$ cat config.mk
export PLATFORM = sky130hd
export DESIGN_NAME = wb_master_port
export DESIGN_NICKNAME = d
export VERILOG_FILES = /design/src/rtl/wb_master_port.sv
export SDC_FILE = /design/constraint.sdc
export NUM_CORES = 1
export LEC_CHECK = 0
export CAP_MARGIN = 0
export CORE_MARGIN = 2
export CORE_UTILIZATION = 43
export CTS_CLUSTER_DIAMETER = 50
export DETAILED_ROUTE_END_ITERATION = 12
export GPL_TIMING_DRIVEN = 0
export PLACE_DENSITY_LB_ADDON = 0.25
export SYNTH_ARGS = -nofsm -noshare
export SYNTH_HDL_FRONTEND = slang
export SYNTH_SLANG_ARGS = --single-unit
$ cat constraint.sdc
create_clock -name clk_i -period 10.4 [get_ports clk_i]
set_clock_uncertainty 0.15 [all_clocks]
set_input_delay 3.12 -clock clk_i [delete_from_list [all_inputs] [get_ports clk_i]]
set_output_delay 3.12 -clock clk_i [all_outputs]
set_load 0.1 [all_outputs]
$ cat src/rtl/wb_master_port.sv
// wb_master_port: single-outstanding Wishbone B4 classic initiator.
// It turns one valid/ready command into one bus cycle and returns a single
// response on a valid/ready channel.
//
// Build option: define WB_MASTER_PORT_TIMEOUT_EN to compile in the watchdog.
// With the watchdog, a bus cycle that gets no ack_i or err_i within
// TIMEOUT_CYCLES cycles ends with rsp_err=1 and rsp_timeout=1. Without it,
// BUS waits indefinitely and rsp_timeout is tied to 0.
//
// Ports:
//   clk_i, rst_i                        clock; async active-high reset
//   cmd_valid/ready/we/adr/dat/sel      command channel
//   rsp_valid/ready/dat/err/timeout     response channel
//   busy                                high whenever the FSM is not in IDLE
//   adr_o/dat_o/sel_o/we_o/cyc_o/stb_o  Wishbone request
//   dat_i/ack_i/err_i                   Wishbone response
module wb_master_port #(
   parameter int unsigned WIDTH          = 32,
   parameter int unsigned ADDR_WIDTH     = 32,
   parameter int unsigned TIMEOUT_CYCLES = 255
) (
   input  logic                    clk_i,
   input  logic                    rst_i,
   input  logic                    cmd_valid,
   output logic                    cmd_ready,
   input  logic                    cmd_we,
   input  logic [ADDR_WIDTH-1:0]   cmd_adr,
   input  logic [WIDTH-1:0]        cmd_dat,
   input  logic [WIDTH/8-1:0]      cmd_sel,
   output logic                    rsp_valid,
   input  logic                    rsp_ready,
   output logic [WIDTH-1:0]        rsp_dat,
   output logic                    rsp_err,
   output logic                    rsp_timeout,
   output logic                    busy,
   output logic [ADDR_WIDTH-1:0]   adr_o,
   output logic [WIDTH-1:0]        dat_o,
   output logic [WIDTH/8-1:0]      sel_o,
   output logic                    we_o,
   output logic                    cyc_o,
   output logic                    stb_o,
   input  logic [WIDTH-1:0]        dat_i,
   input  logic                    ack_i,
   input  logic                    err_i
);

   localparam int unsigned SEL_W = WIDTH / 8;
   localparam int unsigned CNT_W = 16;

   // Reject unsupported configurations at elaboration time.
   if ((WIDTH % 8) != 0 || WIDTH == 0) begin : g_bad_width
      $error("wb_master_port: WIDTH must be a non-zero multiple of 8");
   end
   if (TIMEOUT_CYCLES < 1 || TIMEOUT_CYCLES > 65535) begin : g_bad_timeout
      $error("wb_master_port: TIMEOUT_CYCLES must be in 1..65535");
   end

   typedef enum logic [1:0] {
      IDLE = 2'd0,
      BUS  = 2'd1,
      RESP = 2'd2
   } state_t;

   state_t state;

`ifdef WB_MASTER_PORT_TIMEOUT_EN
   // Counts completed BUS cycles; the abort fires in the cycle where the
   // count reaches TIMEOUT_CYCLES-1, so cyc_o stays up exactly TIMEOUT_CYCLES.
   logic [CNT_W-1:0] tmo_cnt;
   localparam logic [CNT_W-1:0] TMO_LAST = CNT_W'(TIMEOUT_CYCLES - 1);
`else
   assign rsp_timeout = 1'b0;
`endif

   // Single-process FSM; every output is a register updated here.
   always_ff @(posedge clk_i or posedge rst_i) begin
      if (rst_i) begin
         state     <= IDLE;
         cmd_ready <= 1'b1;
         busy      <= 1'b0;
         rsp_valid <= 1'b0;
         rsp_dat   <= '0;
         rsp_err   <= 1'b0;
         adr_o     <= '0;
         dat_o     <= '0;
         sel_o     <= '0;
         we_o      <= 1'b0;
         cyc_o     <= 1'b0;
         stb_o     <= 1'b0;
`ifdef WB_MASTER_PORT_TIMEOUT_EN
         rsp_timeout <= 1'b0;
         tmo_cnt     <= '0;
`endif
      end else begin
         unique case (state)
            IDLE: begin
               if (cmd_valid) begin
                  adr_o     <= cmd_adr;
                  dat_o     <= cmd_dat;
                  sel_o     <= SEL_W'(cmd_sel);
                  we_o      <= cmd_we;
                  cyc_o     <= 1'b1;
                  stb_o     <= 1'b1;
                  cmd_ready <= 1'b0;
                  busy      <= 1'b1;
                  state     <= BUS;
`ifdef WB_MASTER_PORT_TIMEOUT_EN
                  tmo_cnt   <= '0;
`endif
               end
            end

            BUS: begin
               // err_i wins over ack_i; request drops on the capture edge.
               if (err_i) begin
                  rsp_err   <= 1'b1;
                  rsp_dat   <= '0;
                  rsp_valid <= 1'b1;
                  cyc_o     <= 1'b0;
                  stb_o     <= 1'b0;
                  state     <= RESP;
`ifdef WB_MASTER_PORT_TIMEOUT_EN
                  rsp_timeout <= 1'b0;
`endif
               end else if (ack_i) begin
                  rsp_err   <= 1'b0;
                  rsp_dat   <= we_o ? '0 : dat_i;
                  rsp_valid <= 1'b1;
                  cyc_o     <= 1'b0;
                  stb_o     <= 1'b0;
                  state     <= RESP;
`ifdef WB_MASTER_PORT_TIMEOUT_EN
                  rsp_timeout <= 1'b0;
               end else if (tmo_cnt == TMO_LAST) begin
                  rsp_err     <= 1'b1;
                  rsp_timeout <= 1'b1;
                  rsp_dat     <= '0;
                  rsp_valid   <= 1'b1;
                  cyc_o       <= 1'b0;
                  stb_o       <= 1'b0;
                  state       <= RESP;
               end else begin
                  tmo_cnt <= tmo_cnt + CNT_W'(1);
`endif
               end
            end

            RESP: begin
               if (rsp_ready) begin
                  rsp_valid <= 1'b0;
                  cmd_ready <= 1'b1;
                  busy      <= 1'b0;
                  state     <= IDLE;
               end
            end

            default: begin
               state     <= IDLE;
               cmd_ready <= 1'b1;
               busy      <= 1'b0;
               rsp_valid <= 1'b0;
               cyc_o     <= 1'b0;
               stb_o     <= 1'b0;
            end
         endcase
      end
   end

endmodule

Yosys cells after proc, flatten, opt, wreduce, memory -nomap -nowiden. Cells that the tools add are included. W data, S select, Z words.

Register bits: 108. Bits in latches: 0. RAM bits: 0. Memory bits (read-only): 0. Output and inout port bits: 108. Logic and storage cells: 48. Memories: 0.

Add/subtract/negate cells: 0. Multiply operators: 0. Divide/modulo/power cells: 0. $lt $le $gt $ge: 0. Equal/unequal tests: 5. Shift-type cells: 0. Multiplexer cells: 21. Bitwise logic cells: 3. Reductions and logical operators: 8.

Operator list (count): $mux W32 (3); $pmux W1 S3 (4); $reduce_and A3 Y1 (4); $mux W1 (9); $mux W2 (4); $pmux W2 S3 (1); $ne A2 B2 Y1 const B (2); $reduce_and A2 Y1 (2); $ne A3 B3 Y1 const B (1); $not A1 Y1 (3); $eq A2 B1 Y1 const B (1); $eq A2 B2 Y1 const B (1); $logic_not A2 Y1 (1); $reduce_bool A2 Y1 (1).

Longest topological paths before layout.
Depth in word-level cells: 3. Depth in mapped cells: 6.

Least setup slack after synthesis. OpenSTA, ideal clock, no wires.

Path type: flip-flop to output port. From: register stb_o. To: output stb_o. Data arrival time: 1.356 ns. Required time: 7.130 ns. Setup slack: 5.774 ns. Stages on the path, launching flop included: 2. Path through: dfrtp_1 > buf_4.

RTL lines: from (decl) (RTL line 41) `output logic stb_o,`; from (signal assigned) (RTL line 89) `stb_o <= 1'b0;`; from (signal assigned) (RTL line 103) `stb_o <= 1'b1;`; from (signal assigned) (RTL line 120) `stb_o <= 1'b0;`.

No word-level cell between the ends.

Worst setup path after layout.
From: register cmd_ready. To: output cmd_ready.

RTL lines: from (decl) (RTL line 25) `output logic cmd_ready,`; from (signal assigned) (RTL line 79) `cmd_ready <= 1'b1;`; from (signal assigned) (RTL line 104) `cmd_ready <= 1'b0;`; from (signal assigned) (RTL line 151) `cmd_ready <= 1'b1;`.

No word-level cell between the ends.

==> flow_summary.json <==
{
  "run_status": "complete, no violations",
  "wire_per_inst_um": 15.6,
  "antenna_left": 0,
  "layout_commonest_cell": "clkdlybuf4s50_1",
  "clkTransAtPathRegs_ps": 90,
  "wl_met1_mm": 4.15,
  "setup_violations": 0,
  "period_share_pct": 51.4,
  "yosysWarningCount": 0,
  "num_rows": 36,
  "most-common-layout-cells": "clkdlybuf4s50_1 (213), dfrtp_1 (107), mux2_2 (59)",
  "highest_layer": "met4",
  "worstSetupPathType": "reg2out",
  "grt.total_usage_pct": 20.3,
  "final.setup.tns_ps": 0,
  "place.gp.congestion": 0.765,
  "avgSynthCellArea_um2": 13.8,
  "cts_num_sinks": 108,
  "path_buf_inv": 1,
  "crit_family": "buffers and inverters",
  "synth_area_um2": 4350,
  "vias": 3142,
  "fill_cells": 726,
  "drt_iter0_drc": 83,
  "setup_slack_ps": 5060,
  "reg2reg_from": "state[0]$_DFFE_PP0P_",
  "post-dp-hpwl_mm": 8.09,
  "wl_met3_mm": 1.21,
  "root_buffer": "clkbuf_8",
  "hold_buffers": 0,
  "die_area_um2": 10900,
  "wl_met2_mm": 5.03,
  "ys_types": 24,
  "arrival_ps": 2070,
  "drtPass1Iterations": 4,
  "hold_violations": 0,
  "worstHoldStart": "rsp_valid$_DFFE_PP0P_",
  "multiInputGateArea_um2": 1400,
  "crit_cells": 1,
  "cp-end-kind": "output pin",
  "startpoint_type": "flop",
  "drv_cap": 0,
  "core-area_um2": 9770,
  "rr_endpoint": "dat_o[14]$_DFFE_PP0P_",
  "endpoint": "cmd_ready",
  "relSlewSlack_pct": 29.9,
  "cpPeakStageDelay_ps": 1160,
  "grt_pass1_vias": 3449,
  "drv_slew": 0,
  "antenna_found_initial": 0,
  "worstSkewPairLatency_ps": 360,
  "grt_start_max_net_pins": 60,
  "portBuffers": 213,
  "dp_cells": 663,
  "fmax_mhz": 187,
  "rsz0062_at_grt": "false",
  "cts_tree": "yes",
  "cts_made_buffers": 9,
  "preCtsSetupSlack_ps": 5440,
  "cp-startpoint": "cmd_ready$_DFFE_PP1P_",
  "overflow": 0,
  "start_util_pct": 44.5,
  "cts_setup_buffers": 0,
  "seq_area_um2": 2700,
  "pin_count": 215,
  "rrSetupSlack_ps": 8660,
  "htreeDepth": 3,
  "crit_chain": "clkdlybuf4s50_1",
  "nNetsFinal": 648,
  "ctsResizeCount": 0,
  "reg2reg_depth": 5,
  "vias_per_cell": 4.63,
  "syn_inst": 316,
  "grt_pass1_wl_mm": 17.4,
  "synth_fp_nets": 423,
  "cp_max_fo": 3,
  "die_x_um": 105,
  "fin_cells": 679,
  "seq_area_frac_synth_pct": 62.2,
  "drive_gt1_share_pct": 18.5,
  "cpMaxStageDelayCell": "clkdlybuf4s50_1",
  "areaGrowthSynthToFinish_pct": 57.3,
  "tightest_slew_ps": 1050,
  "clockBufferDepth": 2,
  "period_minus_slack_ps": 5340,
  "drc": 0,
  "required_ps": 7130,
  "hp-class": "reg2reg",
  "die_h_um": 105,
  "yosys_register_bits": 108,
  "diodes": 0,
  "finalWirelength_mm": 10.6
}
## kinds of logic (layout without fill, tap and decap cells)
kind of cell | after synthesis | in the layout | synth area share, %
buffers and inverters | 51 | 281 | 5.70
multiplexers | 101 | 101 | 26.1
other | 1 | 1 | 0.0862
AND/OR/NAND/NOR | 46 | 46 | 4.66
AO/OA/AOI/OAI | 9 | 9 | 1.27
flip-flops | 108 | 108 | 62.2
## sequential cells by signal, indices dropped and copies added, names as in the netlist
register / flops
rsp_valid: 1
rsp_err: 1
cmd_ready: 1
rsp_dat: 32
sel_o: 4
adr_o: 32
we_o: 1
stb_o: 1
busy: 1
state: 2
dat_o: 32
## metal layers
metal  vias up  global-route usage [%]
met4         0                    8.01
met2       148                    32.7
li1       1481                       -
met5         -                       0
met1      1500                    23.6
met3        13                    9.30
## layout make-up
class / instances / area share [%]
plain buffers: 17 / 1.76
clock buffers: 14 / 2.23
clock inverters: 2 / 0.146
inverters: 34 / 1.90
multi-input cells: 157 / 20.4
flip-flops and latches: 108 / 39.5
well taps: 133 / 2.43
repair buffers: 214 / 31.6
## how the worst min path moves through the flow
| stage | to | slack [ps] | cells past startpoint |
|---|---|---|---|
| 6_report | rsp_valid$_DFFE_PP0P_ | 330 | 1 |
| 5_1_grt | dat_o[20]$_DFFE_PP0P_ | 380 | 1 |
| 4_1_cts | rsp_valid$_DFFE_PP0P_ | 340 | 1 |
| 3_5_place_dp | rsp_valid$_DFFE_PP0P_ | 320 | 1 |
| 3_3_place_gp | rsp_valid$_DFFE_PP0P_ | 310 | 1 |
| 2_1_floorplan | stb_o$_DFFE_PP0P_ | 410 | 1 |
## Yosys cell counts, drive strengths merged
master / count / area (um^2)
nand2b: 1 / 13.8
nor2: 7 / 33.8
nor2b: 2 / 15.0
nor3: 1 / 5.00
buf: 14 / 109
inv: 34 / 128
a21oi: 3 / 15.0
dfstp: 1 / 26.3
and2b: 1 / 7.51
o21ai: 2 / 10.0
clkbuf: 3 / 11.3
nand2: 34 / 128
a21o: 2 / 15.0
a22o: 1 / 8.76
mux2: 69 / 815
mux2i: 32 / 320
o22ai: 1 / 6.26
conb: 1 / 3.75
dfrtp: 107 / 2680
## stage by stage
| stage | instance area, um^2 | utilization, % | hold WS, ps |
|---|---|---|---|
| finish | 6840 | 70.0 | 331 |
| global route | 6840 | 70.0 | 376 |
| CTS | 6840 | 70.0 | 337 |
| detailed placement | 6680 | 68.3 | 317 |
| global placement | 6650 | 68.0 | 314 |
| floorplan | 4350 | - | 405 |
Power is not shown: default switching activity piles up to over one toggle a cycle in this logic, so the estimate is an artifact.
